## src/rtl/seg_pkg.sv

```systemverilog
// Shared types and constants for the seven-segment display arbiter.
// Optional urgent-requester mode is selected by the SEG_ARB_PRIO_EN macro.
package seg_pkg;
   localparam int SEG_WORD_W = 32;

   typedef enum logic [1:0] {
      IDLE  = 2'd0,
      DWELL = 2'd1,
      HOLD  = 2'd2
   } seg_arb_state_t;
endpackage

```

## src/rtl/seg_rr_pick.sv

```systemverilog
// Combinational round-robin picker: lowest requester index at or after
// (ptr_i+1) mod NUM_REQ, wrapping, among the active bits of req_i.
module seg_rr_pick
   import seg_pkg::*;
#(
   parameter int NUM_REQ = 4,
   parameter int IW      = $clog2(NUM_REQ)
) (
   input  logic [NUM_REQ-1:0] req_i,
   input  logic [IW-1:0]      ptr_i,
   output logic [IW-1:0]      idx_o,
   output logic               any_o
);

   logic [2*NUM_REQ-1:0] w_dbl;
   logic [2*NUM_REQ-1:0] w_shift;
   logic [NUM_REQ-1:0]   w_rot;

   // w_rot[j] is the request of requester (ptr+1+j) mod NUM_REQ
   assign w_dbl   = {req_i, req_i};
   assign w_shift = w_dbl >> (int'(ptr_i) + 1);
   assign w_rot   = w_shift[NUM_REQ-1:0];

   always_comb begin
      idx_o = '0;
      any_o = 1'b0;
      for (int j = NUM_REQ - 1; j >= 0; j--) begin
         if (w_rot[j]) begin
            idx_o = IW'((int'(ptr_i) + 1 + j) % NUM_REQ);
            any_o = 1'b1;
         end
      end
   end

endmodule

```

## src/rtl/seg_display_arbiter.sv

```systemverilog
// Round-robin display arbiter with minimum dwell time in front of the 8-digit driver.
// Define SEG_ARB_PRIO_EN to make requester 0 an urgent, preempting requester.
module seg_display_arbiter
   import seg_pkg::*;
#(
   parameter  int NUM_REQ      = 4,
   parameter  int DWELL_CYCLES = 50_000_000,
   localparam int OW           = $clog2(NUM_REQ),
   localparam int CW           = $clog2(DWELL_CYCLES + 1)
) (
   input  logic                          clk,
   input  logic                          rst_ni,
   input  logic [NUM_REQ-1:0]            req_i,
   input  logic [SEG_WORD_W*NUM_REQ-1:0] data_i,
   output logic [NUM_REQ-1:0]            gnt_o,
   output logic [OW-1:0]                 owner_o,
   output logic                          valid_o,
   output logic [SEG_WORD_W-1:0]         data_o
);

   seg_arb_state_t        r_state;
   logic [CW-1:0]         r_cnt;
   logic [OW-1:0]         r_ptr;
   logic [OW-1:0]         r_owner;
   logic [NUM_REQ-1:0]    r_gnt;
   logic                  r_valid;
   logic [SEG_WORD_W-1:0] r_data;
`ifdef SEG_ARB_PRIO_EN
   logic                  r_prio;
   logic                  r_req0;
`endif

   logic [SEG_WORD_W-1:0] w_words [NUM_REQ];
   logic [NUM_REQ-1:0]    w_pick_req;
   logic [OW-1:0]         w_pick_idx;
   logic                  w_pick_any;
   logic                  w_owner_req;
   logic                  w_dwell_done;
   logic                  w_take;
   logic                  w_go_idle;
   logic                  w_go_hold;
   logic                  w_urgent;
   logic [OW-1:0]         w_own_nxt;
   logic                  w_vld_nxt;

   genvar gi;
   generate
      for (gi = 0; gi < NUM_REQ; gi++) begin : g_words
         assign w_words[gi] = data_i[gi*SEG_WORD_W +: SEG_WORD_W];
      end
   endgenerate

   // Once owned, the current owner is masked so a switch always lands elsewhere
   assign w_pick_req   = (r_state == IDLE) ? req_i : (req_i & ~r_gnt);
   assign w_owner_req  = r_valid & req_i[r_owner];
   assign w_dwell_done = (int'(r_cnt) + 2 >= DWELL_CYCLES);

   seg_rr_pick #(
      .NUM_REQ (NUM_REQ),
      .IW      (OW)
   ) u_pick (
      .req_i (w_pick_req),
      .ptr_i (r_ptr),
      .idx_o (w_pick_idx),
      .any_o (w_pick_any)
   );

   always_comb begin
      w_take    = 1'b0;
      w_go_idle = 1'b0;
      w_go_hold = 1'b0;
      w_urgent  = 1'b0;
`ifdef SEG_ARB_PRIO_EN
      if (req_i[0] && !r_req0 && !(r_valid && r_owner == '0)) begin
         w_urgent = 1'b1;
      end else if (r_prio) begin
         if (!req_i[0]) begin
            w_take    = w_pick_any;
            w_go_idle = !w_pick_any;
         end
      end else
`endif
      begin
         case (r_state)
            IDLE: w_take = w_pick_any;
            DWELL: begin
               // An owner drop wins over a simultaneous dwell expiry
               if (!w_owner_req) begin
                  w_take    = w_pick_any;
                  w_go_idle = !w_pick_any;
               end else if (w_dwell_done) begin
                  w_go_hold = 1'b1;
               end
            end
            HOLD: begin
               if (w_pick_any) begin
                  w_take = 1'b1;
               end else if (!w_owner_req) begin
                  w_go_idle = 1'b1;
               end
            end
            default: w_go_idle = 1'b1;
         endcase
      end
   end

   always_comb begin
      w_own_nxt = r_owner;
      w_vld_nxt = r_valid;
      if (w_urgent) begin
         w_own_nxt = '0;
         w_vld_nxt = 1'b1;
      end else if (w_take) begin
         w_own_nxt = w_pick_idx;
         w_vld_nxt = 1'b1;
      end else if (w_go_idle) begin
         w_own_nxt = '0;
         w_vld_nxt = 1'b0;
      end
   end

   always_ff @(posedge clk or negedge rst_ni) begin
      if (!rst_ni) begin
         r_state <= IDLE;
         r_cnt   <= '0;
         r_ptr   <= '0;
         r_owner <= '0;
         r_gnt   <= '0;
         r_valid <= 1'b0;
         r_data  <= '0;
`ifdef SEG_ARB_PRIO_EN
         r_prio  <= 1'b0;
         r_req0  <= 1'b0;
`endif
      end else begin
         r_owner <= w_own_nxt;
         r_valid <= w_vld_nxt;
         r_gnt   <= w_vld_nxt ? (NUM_REQ'(1) << w_own_nxt) : '0;
         r_data  <= w_vld_nxt ? w_words[w_own_nxt] : '0;
`ifdef SEG_ARB_PRIO_EN
         r_req0  <= req_i[0];
         if (w_urgent) begin
            r_prio <= 1'b1;
         end else if (w_take || w_go_idle) begin
            r_prio <= 1'b0;
         end
`endif
         if (w_urgent) begin
            // Preemption leaves r_ptr alone so rotation resumes where it stopped
            r_state <= HOLD;
            r_cnt   <= '0;
         end else if (w_take) begin
            r_state <= DWELL;
            r_cnt   <= '0;
            r_ptr   <= w_pick_idx;
         end else if (w_go_idle) begin
            r_state <= IDLE;
            r_cnt   <= '0;
         end else begin
            if (w_go_hold) begin
               r_state <= HOLD;
            end
            if (r_state != IDLE && int'(r_cnt) < DWELL_CYCLES) begin
               r_cnt <= r_cnt + CW'(1);
            end
         end
      end
   end

   assign gnt_o   = r_gnt;
   assign owner_o = r_owner;
   assign valid_o = r_valid;
   assign data_o  = r_data;

endmodule
```

## config.mk

```make
export PLATFORM = sky130hd
export DESIGN_NAME = seg_display_arbiter
export DESIGN_NICKNAME = d
export VERILOG_FILES = /design/src/rtl/seg_pkg.sv /design/src/rtl/seg_rr_pick.sv /design/src/rtl/seg_display_arbiter.sv
export SDC_FILE = /design/constraint.sdc
export NUM_CORES = 1
export LEC_CHECK = 0
export BUFFER_PORTS_ARGS = -buffer_cell sky130_fd_sc_hd__buf_4
export CAP_MARGIN = 40
export CORE_MARGIN = 4
export CORE_UTILIZATION = 49
export CTS_CLUSTER_DIAMETER = 40
export CTS_CLUSTER_SIZE = 28
export DETAILED_ROUTE_END_ITERATION = 16
export PLACE_DENSITY_LB_ADDON = 0.1
export SLEW_MARGIN = 40
export SYNTH_ARGS = -nofsm -noshare
export SYNTH_HDL_FRONTEND = slang
export SYNTH_SLANG_ARGS = --single-unit
```

## constraint.sdc

```tcl
create_clock -name clk -period 3.3 [get_ports clk]
set_input_delay 0.33 -clock clk [delete_from_list [all_inputs] [get_ports clk]]
set_output_delay 0.33 -clock clk [all_outputs]
set_load 0.05 [all_outputs]
```

==> summary.txt, run 1 <==
Pwr
  • Power Internal: 2.89 mW
  • Sequential Power Share: 23.2%
  • Combinational share of power: 64.5%
  • Worst vdd ir: 534 uV
  • PD cells: 970 nW/um^2
  • P_sw: 2.71 mW
  • Clock Power Share: 12.2%
  • Leakage: 2.64 nW
  • Switching Fraction: 48.4%

Critical path
  • Setup crit end kind: flop
  • Critical path class: flop to flop
  • Top cell family by delay on the critical path: compound AO/OA/AOI/OAI gates
  • Crit-path max FO: 16
  • Max stage delay on crit path: 610 ps
  • Critical path, cell by cell: o21ai_0 > a22o_1 > a2111oi_4 > o21ai_1 > o21ai_4 > buf_8 > buf_4 > mux2i_1 > o22ai_1
  • Startpoint types: flop
  • Max stage delay cell, worst path: dfrtp_1
  • CP required: 3520 ps
  • Reg-to-reg slack, setup: 340 ps
  • CP arrival: 3170 ps
  • CP Buf/Inv Count: 2

Placed design
  • DP Wirelength: 9460 um
  • IO buf count: 172
  • Gpl congestion: 0.946
  • Placed cells: 686
  • Placed Area: 5560 sq um

Drt
  • Drt first-iter violations: 148
  • DRC Markers: 0
  • Metal3 WL: 892 um
  • Met2 wire len: 6340 um
  • First-pass DRT Iterations: 5
  • Routed wire length: 12400 um
  • Via count: 3922
  • M1 wire length: 4910 um
  • DR WL/cell: 17.6 um
  • Routed Antenna Nets: 0
  • Max Used Layer: met4
  • Vias per inst: 5.57

Global route
  • Total GRT Usage: 25.1%
  • Vias in the first global route: 3850
  • Total gr overflow: 0
  • Initial antenna violation count: 0
  • Largest net degree at the start of global routing: 70
  • First-pass GRT wire length: 20000 um

Timing
  • Unrepaired setup endpoints after global routing: false
  • Final count of negative-setup-slack endpoints: 0
  • TNS Setup: 0 ps
  • Fmax: 338 MHz
  • Slew headroom: 57.1%
  • Worst Tran Pin Value: 638 ps
  • Skew final: 12.2 ps
  • Final Max Slew Viols: 0
  • Final Hold Fails: 0
  • Tmin final: 2960 ps
  • Final period util: 89.6%

Cells and area
  • Layout Nets: 731
  • FILL cells: 626
  • Leading cell type in the layout, fill and taps excluded: buf_4
  • Design area: 5770 sq um
  • Antenna Cells: 0
  • Commonest cells after routing, fill and taps aside: buf_4 (178), dfrtp_1 (69), mux2i_1 (68)
  • Final Non-Filler Cells: 704
  • Final core utilization: 69.5%
  • Share of cells above drive strength 1: 35.2%
  • Layout area overhead: 36.3%

Clocking
  • Clock Pin Slew Worst Setup and Hold Paths: 80 ps
  • Postcts setup bufs: 0
  • Resized Gates After CTS: 0
  • Num CTS Buffers: 9
  • Sink Count: 69
  • Worst-Skew Late Latency: 350 ps
  • H-tree levels: 3
  • TritonCTS clock tree: built
  • Clock buffer depth: 2
  • CTS root buf: clkbuf_8

Synthesis
  • Synthesized area per cell: 9.87 sq um
  • EDFF count, synth: 0
  • Main flop type after synthesis: dfrtp_1
  • Synth Cell Area: 4230 sq um
  • Sequential cell area fraction in the yosys report: 40.8%
  • Syn nets: 566
  • FFs w/ async S/R, synth: 100%
  • Register bit total from synthesis: 69
  • Post-Syn Instances: 429
  • Netlist cell types: 61
  • Synth warn: 0

Die
  • Num ports: 173
  • Die Wd: 101 um
  • Vert. Die Dim: 101 um
  • Core ar.: 8300 sq um
  • Rows: 33
  • Initial core utilization: 51.0%
  • Die area: 10200 sq um

Worst hold path
  • Hold Path Class: input port to flop

Run status
  • Status: complete, no violations

Job
  • Max-capacitance violation count: 0
[cells in the mapped netlist, types with 3 or more instances]
cell,number,share of area (%)
a32oi_1,4,0.83
nor3_1,15,1.8
buf_4,5,0.89
nor2b_1,3,0.44
a21oi_1,13,1.5
mux2i_1,68,16
or3_1,6,0.89
clkbuf_1,9,0.80
nor2_1,39,3.5
buf_2,7,0.83
nor4_1,11,1.6
nand4_1,5,0.74
nand3_1,14,1.7
dfrtp_1,69,41
inv_1,5,0.44
o21ai_0,13,1.5
o22ai_1,32,4.7
a22oi_1,3,0.53
nand2_1,23,2.0
xnor2_1,23,4.8
ha_1,3,0.89
nand2b_1,4,0.59
and3_1,5,0.74
[cell families after synthesis]
| family | synth area share, % |
|---|---|
| AO/OA/AOI/OAI | 13.6 |
| XOR/XNOR | 4.96 |
| adder cells (fa/ha/maj) | 0.887 |
| buffers and inverters | 4.91 |
| flip-flops | 40.8 |
| multiplexers | 16.6 |
| AND/OR/NAND/NOR | 18.2 |
[cell type report]
| class | count | area [sq um] | area share [%] |
|---|---|---|---|
| multi-input combinational | 327 | 2310 | 40.0 |
| sequential | 69 | 1730 | 29.9 |
| timing repair buffer | 182 | 1390 | 24.1 |
| clock buffer | 11 | 141 | 2.45 |
| tap | 105 | 131 | 2.28 |
| clock inverter | 5 | 50.0 | 0.867 |
| inverter | 5 | 18.8 | 0.325 |
[flip-flops by register name, summed over array words and instances, names as in the netlist]
register  count
owner_o       2
valid_o       1
r_state       2
data_o       32
gnt_o         4
r_ptr         2
r_cnt        26
[worst reg2reg max path: cells and delay by family, from the launching register on]
family	cells	cell delay [ps]
flops	1	610
buf+inv	2	510
mux	1	240
compound gates	6	1480
[power by group through the flow]
stage	logic, mW	registers (mW)	clock network, mW
floorplan	1.90	2.09	0
global placement	3.54	1.30	0
detailed placement	3.59	1.31	0
CTS	3.60	1.30	0.696
global route	3.84	1.33	0.741
finish	3.61	1.30	0.685
[through the flow]
| stage | worst slack (ps) | total power [mW] | hold WS [ps] |
|---|---|---|---|
| finish | 343 | 5.60 | 259 |
| global placement | 401 | 4.84 | 497 |
| floorplan | 703 | 3.99 | 34.4 |
| global route | 141 | 5.91 | 265 |
| detailed placement | 259 | 4.90 | 378 |
| CTS | 273 | 5.59 | 250 |
[path summary, 6_finish.rpt]
check | end | from | cells past startpoint
max | data_o[3] | r_state[0] | 9
min | data_o[28] | data_i[60] | 3
max reg2reg | data_o[3] | r_state[0] | 9
min reg2reg | r_cnt[23] | r_cnt[23] | 2
max in group asynchronous | r_cnt[3] | rst_ni | 2
min in group asynchronous | r_ptr[0] | rst_ni | 2
[per-layer routing]
metal | track usage [%] | vias to the layer above
li1 | - | 1924
met1 | 30.6 | 1859
met2 | 42.6 | 121
met3 | 7.06 | 18
met4 | 8.90 | 0
met5 | 0 | -
[what timing repair did]
action,in CTS,in global routing
hold buffers,1,0
setup endpoints to repair,0,0
endpoints found under the hold margin,3,0
Power figures use the tool's default switching activity.
==> run 2: changes to the inputs <==
--- a/config.mk
+++ b/config.mk
@@ -7,8 +7,10 @@
 export LEC_CHECK = 0
 export BUFFER_PORTS_ARGS = -buffer_cell sky130_fd_sc_hd__buf_4
 export CAP_MARGIN = 40
+export CELL_PAD_IN_SITES_DETAIL_PLACEMENT = 2
+export CELL_PAD_IN_SITES_GLOBAL_PLACEMENT = 2
 export CORE_MARGIN = 4
-export CORE_UTILIZATION = 49
+export CORE_UTILIZATION = 28
 export CTS_CLUSTER_DIAMETER = 40
 export CTS_CLUSTER_SIZE = 28
 export DETAILED_ROUTE_END_ITERATION = 16
@@ -17,3 +19,4 @@
 export SYNTH_ARGS = -nofsm -noshare
 export SYNTH_HDL_FRONTEND = slang
 export SYNTH_SLANG_ARGS = --single-unit
+export TNS_END_PERCENT = 20
==> run 2 against run 1 <==
  * The flow now finishes with violations (hold timing)
  * Largest power group unchanged
  * Critical endpoint is now data_o[5]
  * Global-route usage fell by 5.6 points
  * Hold slack got worse by 270 ps
  * Setup slack improved by 36 ps
  * Sequential share of layout area decreased by 1.1 points
==> summary.txt, run 2 (synthesis gave the netlist of run 1 again) <==
Timing
  • Final Hold Fails: 4 (was 0)
  • Skew final: 8.41 ps (was 12.2 ps)
  • TNS Setup: 0 ps (unchanged)
  • Tmin final: 2920 ps (was 2960 ps)
  • Slew headroom: 55.1% (was 57.1%)
  • Final count of negative-setup-slack endpoints: 0 (unchanged)
  • Unrepaired setup endpoints after global routing: false (unchanged)
  • Fmax: 342 MHz (was 338 MHz)
  • Final worst slack: 379 ps (was 343 ps)
  • Final Max Slew Viols: 0 (unchanged)
  • Worst Tran Pin Value: 671 ps (was 638 ps)
  • Hold WS: -11.0 ps (was 259 ps)
  • Final period util: 88.5% (was 89.6%)

Global route
  • Total gr overflow: 0 (unchanged)
  • Vias in the first global route: 4635 (was 3850)
  • Largest net degree at the start of global routing: 70 (unchanged)
  • Initial antenna violation count: 0 (unchanged)
  • First-pass GRT wire length: 25400 um (was 20000 um)
  • Total GRT Usage: 19.5% (was 25.1%)

Cells and area
  • Leading cell type in the layout, fill and taps excluded: buf_4 (unchanged)
  • Antenna Cells: 0 (unchanged)
  • Commonest cells after routing, fill and taps aside: buf_4 (178), dfrtp_1 (69), mux2i_1 (68) (unchanged)
  • Register area: 1730 sq um (unchanged)
  • Layout area overhead: 41.6% (was 36.3%)
  • FILL cells: 1577 (was 626)
  • Area of the multi-input gates: 2310 sq um (unchanged)
  • Final Non-Filler Cells: 781 (was 704)
  • Layout Nets: 729 (was 731)
  • Share of cells above drive strength 1: 35.0% (was 35.2%)
  • Max reg flops: 32 (unchanged)

Clocking
  • Hold Buf Count CTS: 0 (was 1)
  • CTS root buf: clkbuf_16 (was clkbuf_8)
  • H-tree levels: 3 (unchanged)
  • Postcts setup bufs: 0 (unchanged)
  • Worst-Skew Late Latency: 340 ps (was 350 ps)
  • Clock buffer depth: 2 (unchanged)
  • Clock Pin Slew Worst Setup and Hold Paths: 60 ps (was 80 ps)
  • TritonCTS clock tree: built (unchanged)
  • Num CTS Buffers: 9 (unchanged)
  • Sink Count: 69 (unchanged)

Die
  • Die Wd: 131 um (was 101 um)
  • Vert. Die Dim: 131 um (was 101 um)
  • Num ports: 173 (unchanged)
  • Rows: 44 (was 33)
  • Core ar.: 14700 sq um (was 8300 sq um)
  • Die area: 17200 sq um (was 10200 sq um)
  • Initial core utilization: 28.8% (was 51.0%)

Placed design
  • Gpl congestion: 0.788 (was 0.946)
  • Setup Slack @ Placement: 314 ps (was 259 ps)
  • IO buf count: 172 (unchanged)
  • DP Wirelength: 12500 um (was 9460 um)
  • Placed cells: 765 (was 686)

Drt
  • Routed Antenna Nets: 0 (unchanged)
  • Via count: 4077 (was 3922)
  • DRC Markers: 0 (unchanged)
  • DR WL/cell: 20.7 um (was 17.6 um)
  • Vias per inst: 5.22 (was 5.57)
  • Drt first-iter violations: 157 (was 148)
  • Routed wire length: 16100 um (was 12400 um)
  • First-pass DRT Iterations: 4 (was 5)

Pwr
  • Power Internal: 3.26 mW (was 2.89 mW)
  • Switching Fraction: 46.7% (was 48.4%)
  • Worst vdd ir: 584 uV (was 534 uV)
  • P_sw: 2.85 mW (was 2.71 mW)
  • Tot Pwr: 6.11 mW (was 5.60 mW)
  • PD cells: 1020 nW/um^2 (was 970 nW/um^2)
  • Combinational share of power: 60.0% (was 64.5%)
  • Leakage: 2.69 nW (was 2.64 nW)
  • Sequential Power Share: 21.3% (was 23.2%)
  • Clock Power Share: 18.7% (was 12.2%)

Critical path
  • Crit-path max FO: 23 (was 16)
  • Critical path class: flop to flop (unchanged)
  • CP required: 3500 ps (was 3520 ps)
  • CP arrival: 3120 ps (was 3170 ps)
  • Setup crit end kind: flop (unchanged)
  • Startpoint types: flop (unchanged)

Run status
  • Status: finished with violations (was complete, no violations)
  • Failing checks: hold timing

Worst hold path
  • Hold Path Class: input port to async pin (was input port to flop)

Job
  • Max-capacitance violation count: 0 (unchanged)
## run 2: cell types whose count changed in the layout (fill, tap and decap cells not counted)
| cell | change |
|---|---|
| clkbuf_16 | +9 |
| buf_8 | -1 |
| o21ai_0 | -1 |
| o21ai_1 | +1 |
| clkbuf_1 | +1 |
| dlygate4sd3_1 | -1 |
| bufinv_16 | +2 |
| clkinv_2 | -3 |
| clkbuf_8 | -9 |
## run 2: path summary, 6_finish.rpt
kind | startpoint | slack [ps] | cells past startpoint | endpoint
max | r_state[0] | 380 | 8 | data_o[5]
min | rst_ni | -10 | 1 | gnt_o[2]
max reg2reg | r_state[0] | 380 | 8 | data_o[5]
min reg2reg | r_cnt[23] | 560 | 2 | r_cnt[23]
max in group asynchronous | rst_ni | 2830 | 1 | data_o[10]
min in group clk | data_i[62] | 280 | 3 | data_o[30]
## run 2: worst max-delay path, stage by stage (launching register included)
cell	delay, ps
dfrtp_1	540
or2_2	450
o221ai_4	340
o211a_1	320
a21boi_0	400
a21o_1	180
nand2b_1	140
buf_4	270
o22ai_1	140
## run 2: timing repair
action                     CTS  global route
hold endpoints to repair     0             0
setup endpoints to repair    0            23
resized for setup            0             1
## run 2: per-stage QoR
| stage | hold slack [ps] | cell area, sq um | util, % |
|---|---|---|---|
| after global routing | 41.5 | 6000 | 40.8 |
| after global placement | 530 | 5650 | 38.4 |
| after floorplan | 34.4 | 4230 | - |
| after detailed placement | 395 | 5650 | 38.5 |
| after CTS | 31.4 | 6000 | 40.8 |
| final | -11.0 | 6000 | 40.8 |
## run 2: power by group through the flow
stage	combinational (mW)	clock [mW]	sequential (mW)
global placement	3.65	0	1.30
floorplan	1.90	0	2.09
CTS	3.73	1.17	1.31
global route	3.96	1.22	1.34
finish	3.66	1.14	1.30
detailed placement	3.72	0	1.32
## run 2: layer usage
metal,share of wire [%],GRT usage [%],up-vias
met5,0,0,-
met4,1.5,5.87,0
met3,9.2,8.33,14
met2,49,32.6,127
met1,40,22.8,2026
li1,-,-,1910
## run 2: layout make-up
| cell class | instances | area share [%] |
|---|---|---|
| multi-input combinational | 327 | 38.5 |
| sequential | 69 | 28.8 |
| timing repair buffer | 180 | 22.8 |
| clock buffer | 12 | 4.11 |
| tap | 184 | 3.84 |
| clock inverter | 4 | 1.59 |
| inverter | 5 | 0.313 |
==> run 3: changes to the inputs <==
--- a/config.mk
+++ b/config.mk
@@ -5,12 +5,13 @@
 export SDC_FILE = /design/constraint.sdc
 export NUM_CORES = 1
 export LEC_CHECK = 0
-export BUFFER_PORTS_ARGS = -buffer_cell sky130_fd_sc_hd__buf_4
+export ABC_AREA = 1
+export BUFFER_PORTS_ARGS = -buffer_cell sky130_fd_sc_hd__buf_2
 export CAP_MARGIN = 40
 export CELL_PAD_IN_SITES_DETAIL_PLACEMENT = 2
 export CELL_PAD_IN_SITES_GLOBAL_PLACEMENT = 2
 export CORE_MARGIN = 4
-export CORE_UTILIZATION = 28
+export CORE_UTILIZATION = 26
 export CTS_CLUSTER_DIAMETER = 40
 export CTS_CLUSTER_SIZE = 28
 export DETAILED_ROUTE_END_ITERATION = 16
==> run 3 against run 2 <==
  * The flow now finishes without violations
  * Final cell count is 47% higher
  * Die area is 24% higher
  * Critical path depth is 5 higher
  * Clock-buffer cell count is 2 lower
  * Total power is 35% higher
  * Non-clock buffer count is 2 higher
==> summary.txt, run 3 <==
Worst hold path
  • Min-Delay Path Depth: 5
  • Hold endpoint: data_o[25]
  • Hold Path Class: input port to flop (was input port to async pin)
  • Beginning of the worst hold path: data_i[121]

Synthesis
  • Top cells by count, synth: nand2_1 (284), nand3_1 (95), nor2_1 (70), dfrtp_1 (69), inv_1 (47) (was dfrtp_1 (69), mux2i_1 (68), nor2_1 (39), o22ai_1 (32))
  • Synth Cell Area: 4940 sq um (was 4230 sq um)
  • Syn nets: 885 (was 566)
  • Leading area contributor after synthesis: dfrtp_1 (unchanged)
  • Main flop type after synthesis: dfrtp_1 (unchanged)
  • Top-count cell post-synth: nand2_1 (was dfrtp_1)
  • Register bit total from synthesis: 69 (unchanged)
  • Top cells by area, synth: dfrtp_1 (35%), nand2_1 (22%), nand3_1 (9.6%) (was dfrtp_1 (41%), mux2i_1 (16%), xnor2_1 (4.8%))
  • FFs w/ async S/R, synth: 100% (unchanged)
  • Synth warn: 0 (unchanged)
  • Synthesized area per cell: 6.61 sq um (was 9.87 sq um)
  • Sequential cell area fraction in the yosys report: 34.9% (was 40.8%)
  • Post-Syn Instances: 748 (was 429)
  • EDFF count, synth: 0 (unchanged)
  • Yosys top cell area share: 34.9% (was 40.8%)
  • Netlist cell types: 40 (was 61)

Timing
  • TNS Setup: 0 ps (unchanged)
  • Unrepaired setup endpoints after global routing: false (unchanged)
  • Worst Tran Pin Value: 757 ps (was 671 ps)
  • Final Max Slew Viols: 0 (unchanged)
  • Hold WS: 321 ps (was -11.0 ps)
  • Final Hold Fails: 0 (was 4)
  • Final count of negative-setup-slack endpoints: 0 (unchanged)
  • Final period util: 85.3% (was 88.5%)
  • Skew final: 8.46 ps (was 8.41 ps)
  • Tmin final: 2820 ps (was 2920 ps)
  • Slew headroom: 49.5% (was 55.1%)
  • Final worst slack: 484 ps (was 379 ps)
  • Fmax: 355 MHz (was 342 MHz)

Critical path
  • Top cell family by delay on the critical path: simple AND/OR/NAND/NOR gates (was compound AO/OA/AOI/OAI gates)
  • Most frequent CP cell: nand2_1
  • Critical path class: flop to flop (unchanged)
  • CP arrival: 3070 ps (was 3120 ps)
  • R2R depth: 13 (was 8)
  • R2R Path End: data_o[20] (was data_o[5])
  • Crit-path max FO: 65 (was 23)
  • CP required: 3560 ps (was 3500 ps)
  • RR Startpoint: r_ptr[0] (was r_state[0])
  • CP Buf/Inv Count: 3 (was 1)
  • Max stage delay cell, worst path: dfrtp_1 (unchanged)
  • Startpoint types: flop (unchanged)
  • Critical path, cell by cell: inv_2 > nand3_1 > nand2_1 > nor2_4 > nand2_2 > nand3_4 > inv_2 > nand3_4 > buf_4 > nand3_1 > nand2_1 > nand2_1 > a21oi_1 (was or2_2 > o221ai_4 > o211a_1 > a21boi_0 > a21o_1 > nand2b_1 > buf_4 > o22ai_1)
  • Setup crit end kind: flop (unchanged)
  • Max stage delay on crit path: 540 ps (about the same)
  • Reg-to-reg slack, setup: 480 ps (was 380 ps)

Die
  • Die area: 21300 sq um (was 17200 sq um)
  • Num ports: 173 (unchanged)
  • Die Wd: 146 um (was 131 um)
  • Vert. Die Dim: 146 um (was 131 um)
  • Initial core utilization: 26.4% (was 28.8%)
  • Rows: 50 (was 44)
  • Core ar.: 18700 sq um (was 14700 sq um)

Clocking
  • TritonCTS clock tree: built (unchanged)
  • H-tree levels: 3 (unchanged)
  • Worst-Skew Late Latency: 350 ps (was 340 ps)
  • Sink Count: 69 (unchanged)
  • Clock Pin Slew Worst Setup and Hold Paths: 60 ps (about the same)
  • Clock buffer depth: 2 (unchanged)
  • Num CTS Buffers: 9 (unchanged)
  • Resized Gates After CTS: 0 (unchanged)
  • CTS root buf: clkbuf_16 (unchanged)

Cells and area
  • Leading cell type in the layout, fill and taps excluded: nand2_1 (was buf_4)
  • Max reg flops: 32 (unchanged)
  • Layout Nets: 1044 (was 729)
  • Commonest cells after routing, fill and taps aside: nand2_1 (284), buf_2 (171), nand3_1 (95) (was buf_4 (178), dfrtp_1 (69), mux2i_1 (68))
  • Share of cells above drive strength 1: 25.0% (was 35.0%)
  • Design area: 6310 sq um (was 6000 sq um)
  • Layout area overhead: 27.7% (was 41.6%)

Run status
  • Status: complete, no violations (was finished with violations)

Drt
  • DR WL/cell: 18.2 um (was 20.7 um)
  • Met2 wire len: 10100 um (was 7880 um)
  • Drt first-iter violations: 159 (was 157)
  • Metal3 WL: 1210 um (was 1490 um)
  • First-pass DRT Iterations: 4 (unchanged)
  • Via count: 5540 (was 4077)
  • Vias per inst: 4.83 (was 5.22)
  • Max Used Layer: met5 (was met4)
  • M1 wire length: 9050 um (was 6520 um)
  • Routed Antenna Nets: 0 (unchanged)
  • DRC Markers: 0 (unchanged)
  • Routed wire length: 20900 um (was 16100 um)

Placed design
  • DP Wirelength: 16300 um (was 12500 um)
  • Gpl congestion: 0.866 (was 0.788)
  • Placed Area: 5950 sq um (was 5650 sq um)
  • IO buf count: 172 (unchanged)
  • Setup Slack @ Placement: 543 ps (was 314 ps)

Global route
  • Initial antenna violation count: 4 (was 0)
  • Largest net degree at the start of global routing: 69 (was 70)
  • Total GRT Usage: 19.7% (was 19.5%)
  • First-pass GRT wire length: 33600 um (was 25400 um)
  • Total gr overflow: 0 (unchanged)
  • Vias in the first global route: 6261 (was 4635)

Job
  • Max-capacitance violation count: 0 (unchanged)

Pwr
  • PD cells: 1300 nW/um^2 (was 1020 nW/um^2)
  • Worst vdd ir: 768 uV (was 584 uV)
  • Leakage: 3.29 nW (was 2.69 nW)
==> run 3: stage by stage <==
step / utilization, % / std cells / total power, mW
global placement: 31.8 / 1129 / 6.98
floorplan: - / 748 / 5.94
detailed placement: 31.8 / 1129 / 7.20
finish: 33.7 / 1147 / 8.22
global route: 33.7 / 1147 / 9.07
CTS: 33.7 / 1145 / 8.42
==> run 3: layout make-up <==
cell class,count,area (sq um)
sequential,69,1730
fill,2303,12400
tap,234,293
clock buffer,10,239
inverter,56,213
antenna,1,2.50
clock inverter,6,110
multi-input combinational,589,2770
timing repair buffer,182,953
==> run 3: power breakdown <==
group | switching (mW) | internal (mW) | total [mW]
logic | 4.14 | 1.55 | 5.69
clock network | 0.415 | 0.758 | 1.17
registers | 0.160 | 1.19 | 1.35
total | 4.71 | 3.50 | 8.22
==> run 3: layer usage <==
layer / track usage [%] / vias up
li1: - / 2701
met1: 24.5 / 2677
met2: 33.3 / 128
met3: 4.95 / 28
met4: 6.36 / 6
met5: 0 / -
==> run 3: cells by family after synthesis <==
logic type,Yosys count,synth area share [%]
and+or+nand+nor,489,42.7
buffers and inverters,90,9.12
AOI/OAI and AO/OA,72,8.05
DFF,69,34.9
xor gates and xnor gates,25,4.43
adders and majority gates,3,0.760
==> run 3: timing repair <==
item | 4_1_cts | 5_1_grt
setup buffers | 0 | 0
hold buffers | 0 | 1
endpoints found under the hold margin | 0 | 27
==> run 3: worst min-delay path, cell delays in order <==
cell and delay (ps):
buf_2 100, nand2_1 50, nand2_1 40, nand2_1 50, a21oi_1 50
==> run 3: worst max path at each step <==
stage | cells after the start | slack, ps | endpoint | start
6_report | 13 | 480 | data_o[20] | r_ptr[0]
5_1_grt | 17 | 270 | data_o[31] | r_state[0]
4_1_cts | 13 | 520 | data_o[20] | r_ptr[0]
3_5_place_dp | 13 | 540 | data_o[20] | r_ptr[0]
3_3_place_gp | 13 | 670 | data_o[21] | r_ptr[0]
2_1_floorplan | 14 | 1060 | data_o[5] | owner_o[0]
